File: src/rtl/if_fetch_stage_pkg.sv
// -----------------------------------------------------------------------------
// if_fetch_stage_pkg
//   Shared constants and types for the instruction fetch stage.
//   NOP_INST         : instruction placed in IF/ID when it holds no real fetch
//   RESET_PC_DEFAULT : default first fetch address after reset
//   ifid_action_e    : what the IF/ID register does on the next clock edge
//   word_align()     : clears the byte-offset bits of a redirect target
// -----------------------------------------------------------------------------
package if_fetch_stage_pkg;

    localparam logic [31:0] NOP_INST         = 32'h0000_0013;
    localparam logic [31:0] RESET_PC_DEFAULT = 32'h0000_0000;

    typedef enum logic [1:0] {
        IFID_FLUSH,
        IFID_HOLD,
        IFID_LOAD,
        IFID_BUBBLE
    } ifid_action_e;

    function automatic logic [31:0] word_align(input logic [31:0] addr);
        return {addr[31:2], 2'b00};
    endfunction

endpackage

File: src/rtl/if_fetch_stage_if.sv
// -----------------------------------------------------------------------------
// if_fetch_stage_if
//   Bundles the fetch stage's memory handshake, pipeline control inputs and
//   IF/ID register outputs.
//   master : the fetch stage (drives requests and IF/ID)
//   slave  : the environment (memory, decode, execute)
//   imem_req_*  : request handshake, address sampled only on valid & ready
//   imem_rsp_*  : in-order responses, one per accepted request
//   id_stall, ex_take_branch, ex_target_pc : pipeline control
//   if_id_*     : IF/ID pipeline register contents
// -----------------------------------------------------------------------------
interface if_fetch_stage_if;

    logic        imem_req_valid;
    logic        imem_req_ready;
    logic [31:0] imem_req_addr;
    logic        imem_rsp_valid;
    logic [31:0] imem_rsp_data;
    logic        id_stall;
    logic        ex_take_branch;
    logic [31:0] ex_target_pc;
    logic [31:0] if_id_IR;
    logic [31:0] if_id_PC;
    logic [31:0] if_id_NPC;
    logic        if_id_valid_inst;

    modport master (
        output imem_req_valid, imem_req_addr,
        output if_id_IR, if_id_PC, if_id_NPC, if_id_valid_inst,
        input  imem_req_ready, imem_rsp_valid, imem_rsp_data,
        input  id_stall, ex_take_branch, ex_target_pc
    );

    modport slave (
        input  imem_req_valid, imem_req_addr,
        input  if_id_IR, if_id_PC, if_id_NPC, if_id_valid_inst,
        output imem_req_ready, imem_rsp_valid, imem_rsp_data,
        output id_stall, ex_take_branch, ex_target_pc
    );

endinterface

File: src/rtl/if_fetch_stage_fetch_fifo.sv
// -----------------------------------------------------------------------------
// if_fetch_stage_fetch_fifo
//   Synchronous FIFO holding returned instructions until decode takes them.
//   clk, rst       : clock, synchronous active-low reset
//   push/push_data : write an entry
//   pop            : drop the head entry
//   flush          : empty the FIFO; wins over a same-cycle push
//   head_data      : current head entry (meaningless while empty)
//   count/empty/full : occupancy
// -----------------------------------------------------------------------------
module if_fetch_stage_fetch_fifo #(
    parameter  int unsigned DEPTH = 2,
    parameter  int unsigned WIDTH = 32,
    localparam int unsigned CNT_W = $clog2(DEPTH + 1)
) (
    input  logic             clk,
    input  logic             rst,
    input  logic             push,
    input  logic [WIDTH-1:0] push_data,
    input  logic             pop,
    input  logic             flush,
    output logic [WIDTH-1:0] head_data,
    output logic [CNT_W-1:0] count,
    output logic             empty,
    output logic             full
);

    localparam int unsigned PTR_W = (DEPTH > 1) ? $clog2(DEPTH) : 1;

    logic [WIDTH-1:0] mem [DEPTH];
    logic [PTR_W-1:0] rd_ptr;
    logic [PTR_W-1:0] wr_ptr;

    function automatic logic [PTR_W-1:0] next_ptr(input logic [PTR_W-1:0] p);
        return (p == PTR_W'(DEPTH - 1)) ? '0 : p + PTR_W'(1);
    endfunction

    always_ff @(posedge clk) begin
        if (!rst || flush) begin
            rd_ptr <= '0;
            wr_ptr <= '0;
            count  <= '0;
        end else begin
            if (push) wr_ptr <= next_ptr(wr_ptr);
            if (pop)  rd_ptr <= next_ptr(rd_ptr);
            case ({push, pop})
                2'b10:   count <= count + CNT_W'(1);
                2'b01:   count <= count - CNT_W'(1);
                default: count <= count;
            endcase
        end
    end

    always_ff @(posedge clk) begin
        if (rst && !flush && push) mem[wr_ptr] <= push_data;
    end

    assign head_data = mem[rd_ptr];
    assign empty     = (count == '0);
    assign full      = (count == CNT_W'(DEPTH));

endmodule

File: src/rtl/if_fetch_stage.sv
// -----------------------------------------------------------------------------
// if_fetch_stage
//   Instruction fetch: issues in-order word fetches, tolerates variable memory
//   latency, buffers responses and drives the IF/ID pipeline register.
//   clk : system clock
//   rst : synchronous, active-low reset
//   bus : if_fetch_stage_if.master (imem request/response, id_stall,
//         ex_take_branch/ex_target_pc, if_id_IR/PC/NPC/valid_inst)
//   RESET_PC : first fetch address after reset
//   DEPTH    : outstanding requests plus buffered responses (power of 2, >=1)
// -----------------------------------------------------------------------------
module if_fetch_stage
    import if_fetch_stage_pkg::*;
#(
    parameter logic [31:0] RESET_PC = RESET_PC_DEFAULT,
    parameter int unsigned DEPTH    = 2
) (
    input logic                clk,
    input logic                rst,
    if_fetch_stage_if.master   bus
);

    localparam int unsigned CNT_W = $clog2(DEPTH + 1);

    logic [31:0]      fetch_pc;
    logic [31:0]      deliver_pc;
    logic [CNT_W-1:0] inflight;
    logic [CNT_W-1:0] inflight_next;
    logic [CNT_W-1:0] drop_cnt;
    logic [CNT_W-1:0] fifo_count;
    logic [CNT_W:0]   credit_used;
    logic [31:0]      fifo_head;
    logic [31:0]      load_inst;
    logic             fifo_empty;
    logic             fifo_full;
    logic             fifo_push;
    logic             fifo_pop;
    logic             accept;
    logic             rsp_keep;
    ifid_action_e     action;

    // Every accepted request owns a FIFO slot until its instruction is
    // consumed, so a stalled decode can never overflow the buffer.
    assign credit_used        = {1'b0, inflight} + {1'b0, fifo_count};
    assign bus.imem_req_valid = (credit_used < (CNT_W + 1)'(DEPTH));
    assign bus.imem_req_addr  = fetch_pc;

    assign accept   = bus.imem_req_valid & bus.imem_req_ready;
    assign rsp_keep = bus.imem_rsp_valid & (drop_cnt == '0);

    always_comb begin
        inflight_next = inflight;
        case ({accept, bus.imem_rsp_valid})
            2'b10:   inflight_next = inflight + CNT_W'(1);
            2'b01:   inflight_next = inflight - CNT_W'(1);
            default: inflight_next = inflight;
        endcase
    end

    always_comb begin
        if (bus.ex_take_branch)              action = IFID_FLUSH;
        else if (bus.id_stall)               action = IFID_HOLD;
        else if (!fifo_empty || rsp_keep)    action = IFID_LOAD;
        else                                 action = IFID_BUBBLE;
    end

    // An empty FIFO lets a kept response go straight into IF/ID.
    assign load_inst = fifo_empty ? bus.imem_rsp_data : fifo_head;
    assign fifo_pop  = (action == IFID_LOAD) && !fifo_empty;
    assign fifo_push = rsp_keep && !fifo_full
                       && !((action == IFID_LOAD) && fifo_empty);

    if_fetch_stage_fetch_fifo #(
        .DEPTH (DEPTH),
        .WIDTH (32)
    ) u_fetch_fifo (
        .clk       (clk),
        .rst       (rst),
        .push      (fifo_push),
        .push_data (bus.imem_rsp_data),
        .pop       (fifo_pop),
        .flush     (bus.ex_take_branch),
        .head_data (fifo_head),
        .count     (fifo_count),
        .empty     (fifo_empty),
        .full      (fifo_full)
    );

    always_ff @(posedge clk) begin
        if (!rst) begin
            bus.if_id_IR         <= NOP_INST;
            bus.if_id_PC         <= '0;
            bus.if_id_NPC        <= 32'd4;
            bus.if_id_valid_inst <= 1'b0;
            fetch_pc             <= RESET_PC;
            deliver_pc           <= RESET_PC;
            inflight             <= '0;
            drop_cnt             <= '0;
        end else begin
            inflight <= inflight_next;
            if (action == IFID_FLUSH) begin
                // Everything still outstanding after this edge, including a
                // request accepted right now, belongs to the wrong path.
                drop_cnt             <= inflight_next;
                fetch_pc             <= word_align(bus.ex_target_pc);
                deliver_pc           <= word_align(bus.ex_target_pc);
                bus.if_id_IR         <= NOP_INST;
                bus.if_id_valid_inst <= 1'b0;
            end else begin
                if (accept) fetch_pc <= fetch_pc + 32'd4;
                if (bus.imem_rsp_valid && (drop_cnt != '0))
                    drop_cnt <= drop_cnt - CNT_W'(1);
                case (action)
                    IFID_LOAD: begin
                        bus.if_id_IR         <= load_inst;
                        bus.if_id_PC         <= deliver_pc;
                        bus.if_id_NPC        <= deliver_pc + 32'd4;
                        bus.if_id_valid_inst <= 1'b1;
                        deliver_pc           <= deliver_pc + 32'd4;
                    end
                    IFID_BUBBLE: begin
                        bus.if_id_IR         <= NOP_INST;
                        bus.if_id_valid_inst <= 1'b0;
                    end
                    default: ;
                endcase
            end
        end
    end

endmodule

File: src/flat_wrapper.sv
// flat-port wrapper written by rule: the top's interface ports become plain ports
module if_fetch_stage_flat import if_fetch_stage_pkg::*;
#(
    parameter logic [31:0] RESET_PC = RESET_PC_DEFAULT,
    parameter int unsigned DEPTH    = 2
)
  (clk, rst, bus_imem_req_valid, bus_imem_req_addr, bus_if_id_IR, bus_if_id_PC, bus_if_id_NPC, bus_if_id_valid_inst, bus_imem_req_ready, bus_imem_rsp_valid, bus_imem_rsp_data, bus_id_stall, bus_ex_take_branch, bus_ex_target_pc);
  if_fetch_stage_if bus_i ();
  input logic clk;
  input logic rst;
  output wire logic [$bits(bus_i.imem_req_valid)-1:0] bus_imem_req_valid;
  output wire logic [$bits(bus_i.imem_req_addr)-1:0] bus_imem_req_addr;
  output wire logic [$bits(bus_i.if_id_IR)-1:0] bus_if_id_IR;
  output wire logic [$bits(bus_i.if_id_PC)-1:0] bus_if_id_PC;
  output wire logic [$bits(bus_i.if_id_NPC)-1:0] bus_if_id_NPC;
  output wire logic [$bits(bus_i.if_id_valid_inst)-1:0] bus_if_id_valid_inst;
  input wire logic [$bits(bus_i.imem_req_ready)-1:0] bus_imem_req_ready;
  input wire logic [$bits(bus_i.imem_rsp_valid)-1:0] bus_imem_rsp_valid;
  input wire logic [$bits(bus_i.imem_rsp_data)-1:0] bus_imem_rsp_data;
  input wire logic [$bits(bus_i.id_stall)-1:0] bus_id_stall;
  input wire logic [$bits(bus_i.ex_take_branch)-1:0] bus_ex_take_branch;
  input wire logic [$bits(bus_i.ex_target_pc)-1:0] bus_ex_target_pc;
  assign bus_imem_req_valid = bus_i.imem_req_valid;
  assign bus_imem_req_addr = bus_i.imem_req_addr;
  assign bus_if_id_IR = bus_i.if_id_IR;
  assign bus_if_id_PC = bus_i.if_id_PC;
  assign bus_if_id_NPC = bus_i.if_id_NPC;
  assign bus_if_id_valid_inst = bus_i.if_id_valid_inst;
  assign bus_i.imem_req_ready = bus_imem_req_ready;
  assign bus_i.imem_rsp_valid = bus_imem_rsp_valid;
  assign bus_i.imem_rsp_data = bus_imem_rsp_data;
  assign bus_i.id_stall = bus_id_stall;
  assign bus_i.ex_take_branch = bus_ex_take_branch;
  assign bus_i.ex_target_pc = bus_ex_target_pc;
  if_fetch_stage #(.RESET_PC(RESET_PC), .DEPTH(DEPTH)) u_core (.clk(clk), .rst(rst), .bus(bus_i));
endmodule
File: config.mk
export PLATFORM = sky130hd
export DESIGN_NAME = if_fetch_stage_flat
export DESIGN_NICKNAME = d
export VERILOG_FILES = /design/src/rtl/if_fetch_stage_pkg.sv /design/src/rtl/if_fetch_stage_if.sv /design/src/rtl/if_fetch_stage_fetch_fifo.sv /design/src/rtl/if_fetch_stage.sv /design/src/flat_wrapper.sv
export SDC_FILE = /design/constraint.sdc
export NUM_CORES = 1
export LEC_CHECK = 0
export CORE_UTILIZATION = 51
export DETAILED_ROUTE_END_ITERATION = 6
export GPL_ROUTABILITY_DRIVEN = 1
export PLACE_DENSITY = 0.81
export SLEW_MARGIN = 5
export SYNTH_ARGS = -nofsm -noshare
export SYNTH_HDL_FRONTEND = slang
export SYNTH_SLANG_ARGS = --single-unit
File: constraint.sdc
create_clock -name clk -period 5.76 [get_ports clk]
set_input_delay 1.152 -clock clk [delete_from_list [all_inputs] [get_ports clk]]
set_output_delay 1.152 -clock clk [all_outputs]
set_load 0.01 [all_outputs]
After elaboration in Yosys (flattened, before gate mapping)
Memory sizes are Yosys's and may differ from the RTL's. A register that Yosys moved wholly into a read port is not among the register bits.
Cells that the tools add are included.

storage, ports and cells
  register bits after elaboration = 169
  memories kept = 1
  memory bits (writable) = 64
  logic and storage cells = 81
  bits of input ports = 70
  output and inout port bits = 130

memory list
  memory                   words  bits a word  rd ports  clocked after Yosys merged registers in  wr ports  line                             source
  u_core.u_fetch_fifo.mem  2      32           1         1                                        1         if_fetch_stage_fetch_fifo.sv:30  logic [WIDTH-1:0] mem [DEPTH];

operators by class
  eq/ne operators = 7
  mux-type cells = 20
  add/sub/neg operators = 10
  bitwise operators = 4
  $lt $le $gt $ge = 1
  reductions and logical operators = 25

operators by type and width
  operator                 number
  $mux W32                 5
  $add A32 B3 Y32 const B  2
  $pmux W32 S2             1
  $reduce_bool A2 Y1       6
  $eq A2 B2 Y1 const B     5
  $mux W2                  4
  $pmux W2 S2              2
  $logic_and A1 B1 Y1      7
  $mux W1                  7
  $logic_not A2 Y1         3
  $sub A2 B1 Y2 const B    3
  $logic_not A1 Y1         5
  $add A2 B1 Y2 const B    2
  $eq A2 B1 Y1 const B     2
  $add A2 B2 Y3            1
  $lt A3 B2 Y1 const B     1
  $add A1 B1 Y1 const B    2
  $and A1 B1 Y1            2
  $logic_or A1 B1 Y1       2
  $not A1 Y1               2
  $pmux W1 S2              1
  $reduce_and A2 Y1        1
  $reduce_or A2 Y1         1

Depth between registers and ports, before layout
  word-level depth = 13
  gate-level depth with buffers = 11
  depth with buffers taken out = 10

Modules after synthesis
Synthesis repeated with hierarchy kept, for this count alone.

second synthesis, totals
  cell total of the unflattened synthesis = 1016
  area total of the unflattened synthesis = 9768.1 µm²

modules (own cells, without submodules)
  module                     cells each  instances  area each (µm²)  seq. area each (µm²)
  if_fetch_stage             892         1          7244.4           3143.0
  if_fetch_stage_fetch_fifo  124         1          2523.7           2021.9

Worst setup path after synthesis
Ideal clock, no wire load.

  path type = input to register
  start = input bus_ex_take_branch
  end = memory u_core.u_fetch_fifo.mem[0][0], enable pin
  cell stages on the path = 5
  path buffers = 1
  arrival time = 4.036 ns
  required time = 5.299 ns
  setup time = 0.461 ns
  path slack = 1.263 ns
  cells stage by stage = clkbuf_1 nor2_1 nor2_1 o21bai_1 nor3_1

on the way
  longest elaborated chain between the ends = 8
  elaborated cells on any way between the ends = 10
  those cells by class = eq/ne: 1; mux: 3; reduce/logical: 6

ends and longest elaborated chain
  what                             line                             source
  start, declared                  flat_wrapper.sv:21               input wire logic [$bits(bus_i.ex_take_branch)-1:0] bus_ex_take_branch;
  $mux W2                          if_fetch_stage.sv:61             if (bus.ex_take_branch) action = IFID_FLUSH;
  $eq A2 B2 Y1                     if_fetch_stage.sv:71             && !((action == IFID_LOAD) && fifo_empty);
  $logic_and A1 B1 Y1              if_fetch_stage.sv:71
  $logic_not A1 Y1                 if_fetch_stage.sv:71
  $logic_and A1 B1 Y1              if_fetch_stage.sv:71
  $logic_and A1 B1 Y1 *            if_fetch_stage_fetch_fifo.sv:55  if (rst && !flush && push) mem[wr_ptr] <= push_data;
  $mux W1 *                        if_fetch_stage_fetch_fifo.sv:55
  $mux W1 (implied by the code) *  if_fetch_stage_fetch_fifo.sv:55
  end, declared                    if_fetch_stage_fetch_fifo.sv:30

Every way passes the cells marked *; elsewhere a longest branch is shown, timed or not.

Worst setup path in the final report
  start = register u_core.u_fetch_fifo.count[0]
  end = output bus_imem_req_valid

on the way
  longest elaborated chain between the ends = 2

ends and longest elaborated chain
  what                    line                             source
  start, declared         if_fetch_stage_fetch_fifo.sv:23  output logic [CNT_W-1:0] count,
  start signal, assigned  if_fetch_stage_fetch_fifo.sv:47  2'b10: count <= count + CNT_W'(1);
  start signal, assigned  if_fetch_stage_fetch_fifo.sv:48  2'b01: count <= count - CNT_W'(1);
  start signal, assigned  if_fetch_stage_fetch_fifo.sv:49  default: count <= count;
  $add A2 B2 Y3           if_fetch_stage.sv:44             assign credit_used = {1'b0, inflight} + {1'b0, fifo_count};
  $lt A3 B2 Y1            if_fetch_stage.sv:45             assign bus.imem_req_valid = (credit_used < (CNT_W + 1)'(DEPTH));
  end, declared           flat_wrapper.sv:11               output wire logic [$bits(bus_i.imem_req_valid)-1:0] bus_imem_req_valid;

Every way passes these cells.

==> impl_results.md <==
- Status: finished, final reports clean
- Area of the multi-input gates: 4220 µm²
- Post-Place Cells: 1380
- Max Cap Viol: 0
- Post-synth cell types: 58
- M1 WL: 10200 µm
- Boundary Pins: 200
- Initial Util: 52.1%
- Layout cells sized above 1: 6.06%
- Final wirelength: 25800 µm
- WL met3: 2200 µm
- Routed Antenna Nets: 0
- Clk_lat worst skew: 510 ps
- R2R Path End: u_core.bus.imem_req_addr[28]
- Clk pin slew, worst setup/hold paths: 60 ps
- Count of input and output buffers: 191
- CTS buffer count: 23
- Pwr/cell area: 302 nW/µm²
- Fin crit period: 3510 ps
- Synth Instances: 1025
- Pin count of the biggest net entering global routing: 66
- Die ar.: 19700 µm²
- CTS H-tree depth: 1
- CP endpoint kind: primary output
- Mapped Avg Cell Area: 9.50 µm²
- Clk buf depth: 3
- Reg2reg path depth: 7
- WL per Instance: 18.2 µm
- DR DRC count: 0
- Clk pwr share: 38.5%
- Cts hold-fix bufs: 0
- Area of the core: 18700 µm²
- CTS tree: yes
- R2R Setup Slk: 2720 ps
- Max-Slew Margin vs Limit: 20.6%
- Global-route wire length before repair: 40600 µm
- RSZ-0062 raised after global routing: no
- Starting DRT DRC Count: 579
- Core Rows: 50
- Min-delay src: u_core.bus.if_id_IR[26]
- Final Hold Fails: 0
- Die Y: 140 µm
- Crit path setup slack, layout: 2250 ps
- Seq cells post-synth: 226
- Root Driver: clkbuf_16
- Req. time, crit path: 4610 ps
- Pleak: 4.03 nW
- Fmax: 0.285 GHz
- Endpoints failing setup: 0
- Arrival time worst endpoint: 2360 ps
- Maximum VDD drop: 0.000213 V
- Grt ovf: 0
- Number of global-route vias before repair: 7832
- Internal power: 2.79 mW
- # fillers: 1497
- Worst slew pin tran: 1190 ps
- Mapped cell area: 9740 µm²
- Slew Limit Fails: 0
- Clk sinks: 226
- Yosys warns: 0
- Drt pass-1 iters: 5
- Max layer used: met5
- Sequential cell area: 5170 µm²
- Vias per cell: 5.77
- Core Util, Final: 66.5%
- Post-CTS Setup Inserts: 0
- Critical Path Source: u_core.u_fetch_fifo.count[0]
- Number of synthesized flops with an enable pin: 64
- Post-synthesis sequential area ratio: 53.0%
- Hold Path Class: reg -> reg
- Detailed-placement wirelength estimate: 17500 µm
- Total GRT Usage: 25.9%
- Async set-reset flop share out of synthesis: 0%
- Final nets: 1247
- Via count: 8200
- Post-CTS sizing: 0
- Antenna violations before repair: 1
- TNS Setup: 0 ps
- Reg2Reg Launch Point: u_core.u_fetch_fifo.count[0]
- Min Hold Slack: 452 ps
- Combinational share of power: 13.5%
- Setup Slack @ Placement: 1830 ps
- RePlAce Congestion: 0.897
- Switch share: 25.8%
- Worst setup path class: reg -> out
- Final worst-path cycle share: 60.9%
- # diodes: 0
- Final Skew: 11.5 ps
- Worst Setup EP: bus_imem_req_valid
- P&R area growth vs syn: 27.7%
- Critical path fanouts, max: 6
- DR WL met2: 12700 µm
- Seq pwr share: 47.9%
- Die width: 140 µm
- Final non-filler cell total: 1422
- CP Launch Type: flip-flop
- Top_reg_cell synth: dfxtp_1
- Psw: 0.970 mW
## flip-flops by register name (all words and copies together) (netlist names), 2 cells and up, named ones only
name	count
u_core.bus.if_id_PC	30
u_core.inflight	2
u_core.bus.if_id_NPC	30
u_core.drop_cnt	2
u_core.u_fetch_fifo.mem	64
u_core.u_fetch_fifo.count	2
u_core.bus.if_id_IR	32
u_core.deliver_pc	30
u_core.bus.imem_req_addr	30
## routing by layer
| metal | vias up | GRT usage [%] |
|---|---|---|
| li1 | 3944 | - |
| met1 | 3887 | 32.2 |
| met2 | 313 | 45.1 |
| met3 | 54 | 5.30 |
| met4 | 2 | 7.69 |
| met5 | - | 0 |
## cell usage after synthesis (3+ instances only)
master / number / share of area (%)
o22ai_1: 3 / 0.19
nand3_1: 24 / 1.2
a21o_1: 3 / 0.23
edfxtp_1: 64 / 20
buf_4: 6 / 0.46
nor2_1: 43 / 1.7
mux2_2: 3 / 0.35
nor4_2: 5 / 0.64
or2_2: 5 / 0.32
a22oi_1: 3 / 0.23
clkbuf_1: 57 / 2.2
and3_1: 5 / 0.32
or3_1: 6 / 0.39
buf_1: 9 / 0.35
a211oi_1: 8 / 0.62
and4_1: 4 / 0.36
xnor2_1: 36 / 3.2
a21oi_1: 129 / 6.6
mux2i_1: 33 / 3.4
nand4_1: 22 / 1.4
o2111ai_1: 29 / 2.6
nand2_1: 176 / 6.8
a221oi_1: 3 / 0.27
buf_2: 11 / 0.57
xor2_1: 38 / 3.4
nor3_1: 10 / 0.51
o21ai_0: 63 / 3.2
ha_1: 5 / 0.64
inv_1: 12 / 0.46
dfxtp_1: 162 / 33
nor4_1: 8 / 0.51
a211o_1: 3 / 0.27
## worst max-delay path: stages (launching register included)
cell and delay, ps:
dfxtp_1 460, and2_1 200, fa_1 490, nor2_1 150
clkdlybuf4s50_1 560
## worst min path at each step
stage                         endpoint  depth (start not counted)
6_report       u_core.bus.if_id_IR[26]                          2
2_1_floorplan  u_core.bus.if_id_PC[31]                          2
4_1_cts        u_core.bus.if_id_IR[26]                          2
5_1_grt        u_core.bus.if_id_IR[15]                          2
3_3_place_gp   u_core.bus.if_id_IR[22]                          2
3_5_place_dp   u_core.bus.if_id_IR[16]                          2
## through the flow
stage          power (mW)  instance area [µm²]
6_report             3.76                12400
5_1_grt              3.90                12400
4_1_cts              3.77                12400
3_5_place_dp         2.34                11700
3_3_place_gp         2.33                11700
2_1_floorplan        2.10                 9760
## power groups by stage
stage / sequential (mW) / combinational, mW / clock [mW]
after global placement: 1.83 / 0.494 / 0
final: 1.80 / 0.509 / 1.45
after global routing: 1.81 / 0.552 / 1.53
after floorplan: 1.83 / 0.274 / 0
after CTS: 1.80 / 0.509 / 1.47
after detailed placement: 1.83 / 0.504 / 0
## layout by cell type (no fill, tap or decap), types with 5 or more instances in the layout
cell type and instances:
xor2_1 38, o21ai_0 63, clkdlybuf4s50_1 191, inv_1 12
xnor2_1 36, o2111ai_1 29, clkbuf_16 24, or2_2 5
a21oi_1 127, conb_1 6, clkbuf_1 9, and3_1 5
nor3_1 8, edfxtp_1 64, dfxtp_1 161, nor2_1 42
nor4_2 5, nor4_1 8, buf_4 10, or3_1 6
ha_1 5, a211oi_1 8, mux2i_1 33, nand2_1 175
nand3_1 24, nand4_1 22
## layout make-up
cell class / count / share of cell area, %
inverter: 12 / 0.362
tap: 234 / 2.35
sequential: 226 / 41.5
clock buffer: 35 / 5.32
clock inverter: 7 / 0.523
timing repair buffer: 201 / 16.0
multi-input combinational: 707 / 33.9
## cells by family (layout without fill, tap and decap cells)
| group | Yosys count | after routing | synth area share (%) |
|---|---|---|---|
| simple gates | 323 | 323 | 15.7 |
| compound gates | 262 | 262 | 15.8 |
| flops | 226 | 226 | 53.0 |
| buf+inv | 97 | 255 | 4.14 |
| xor+xnor | 74 | 74 | 6.66 |
| mux | 36 | 36 | 3.74 |
| fa+ha+maj | 6 | 6 | 0.848 |
| other cells | 1 | 6 | 0.0385 |
Power figures use the tool's default switching activity.
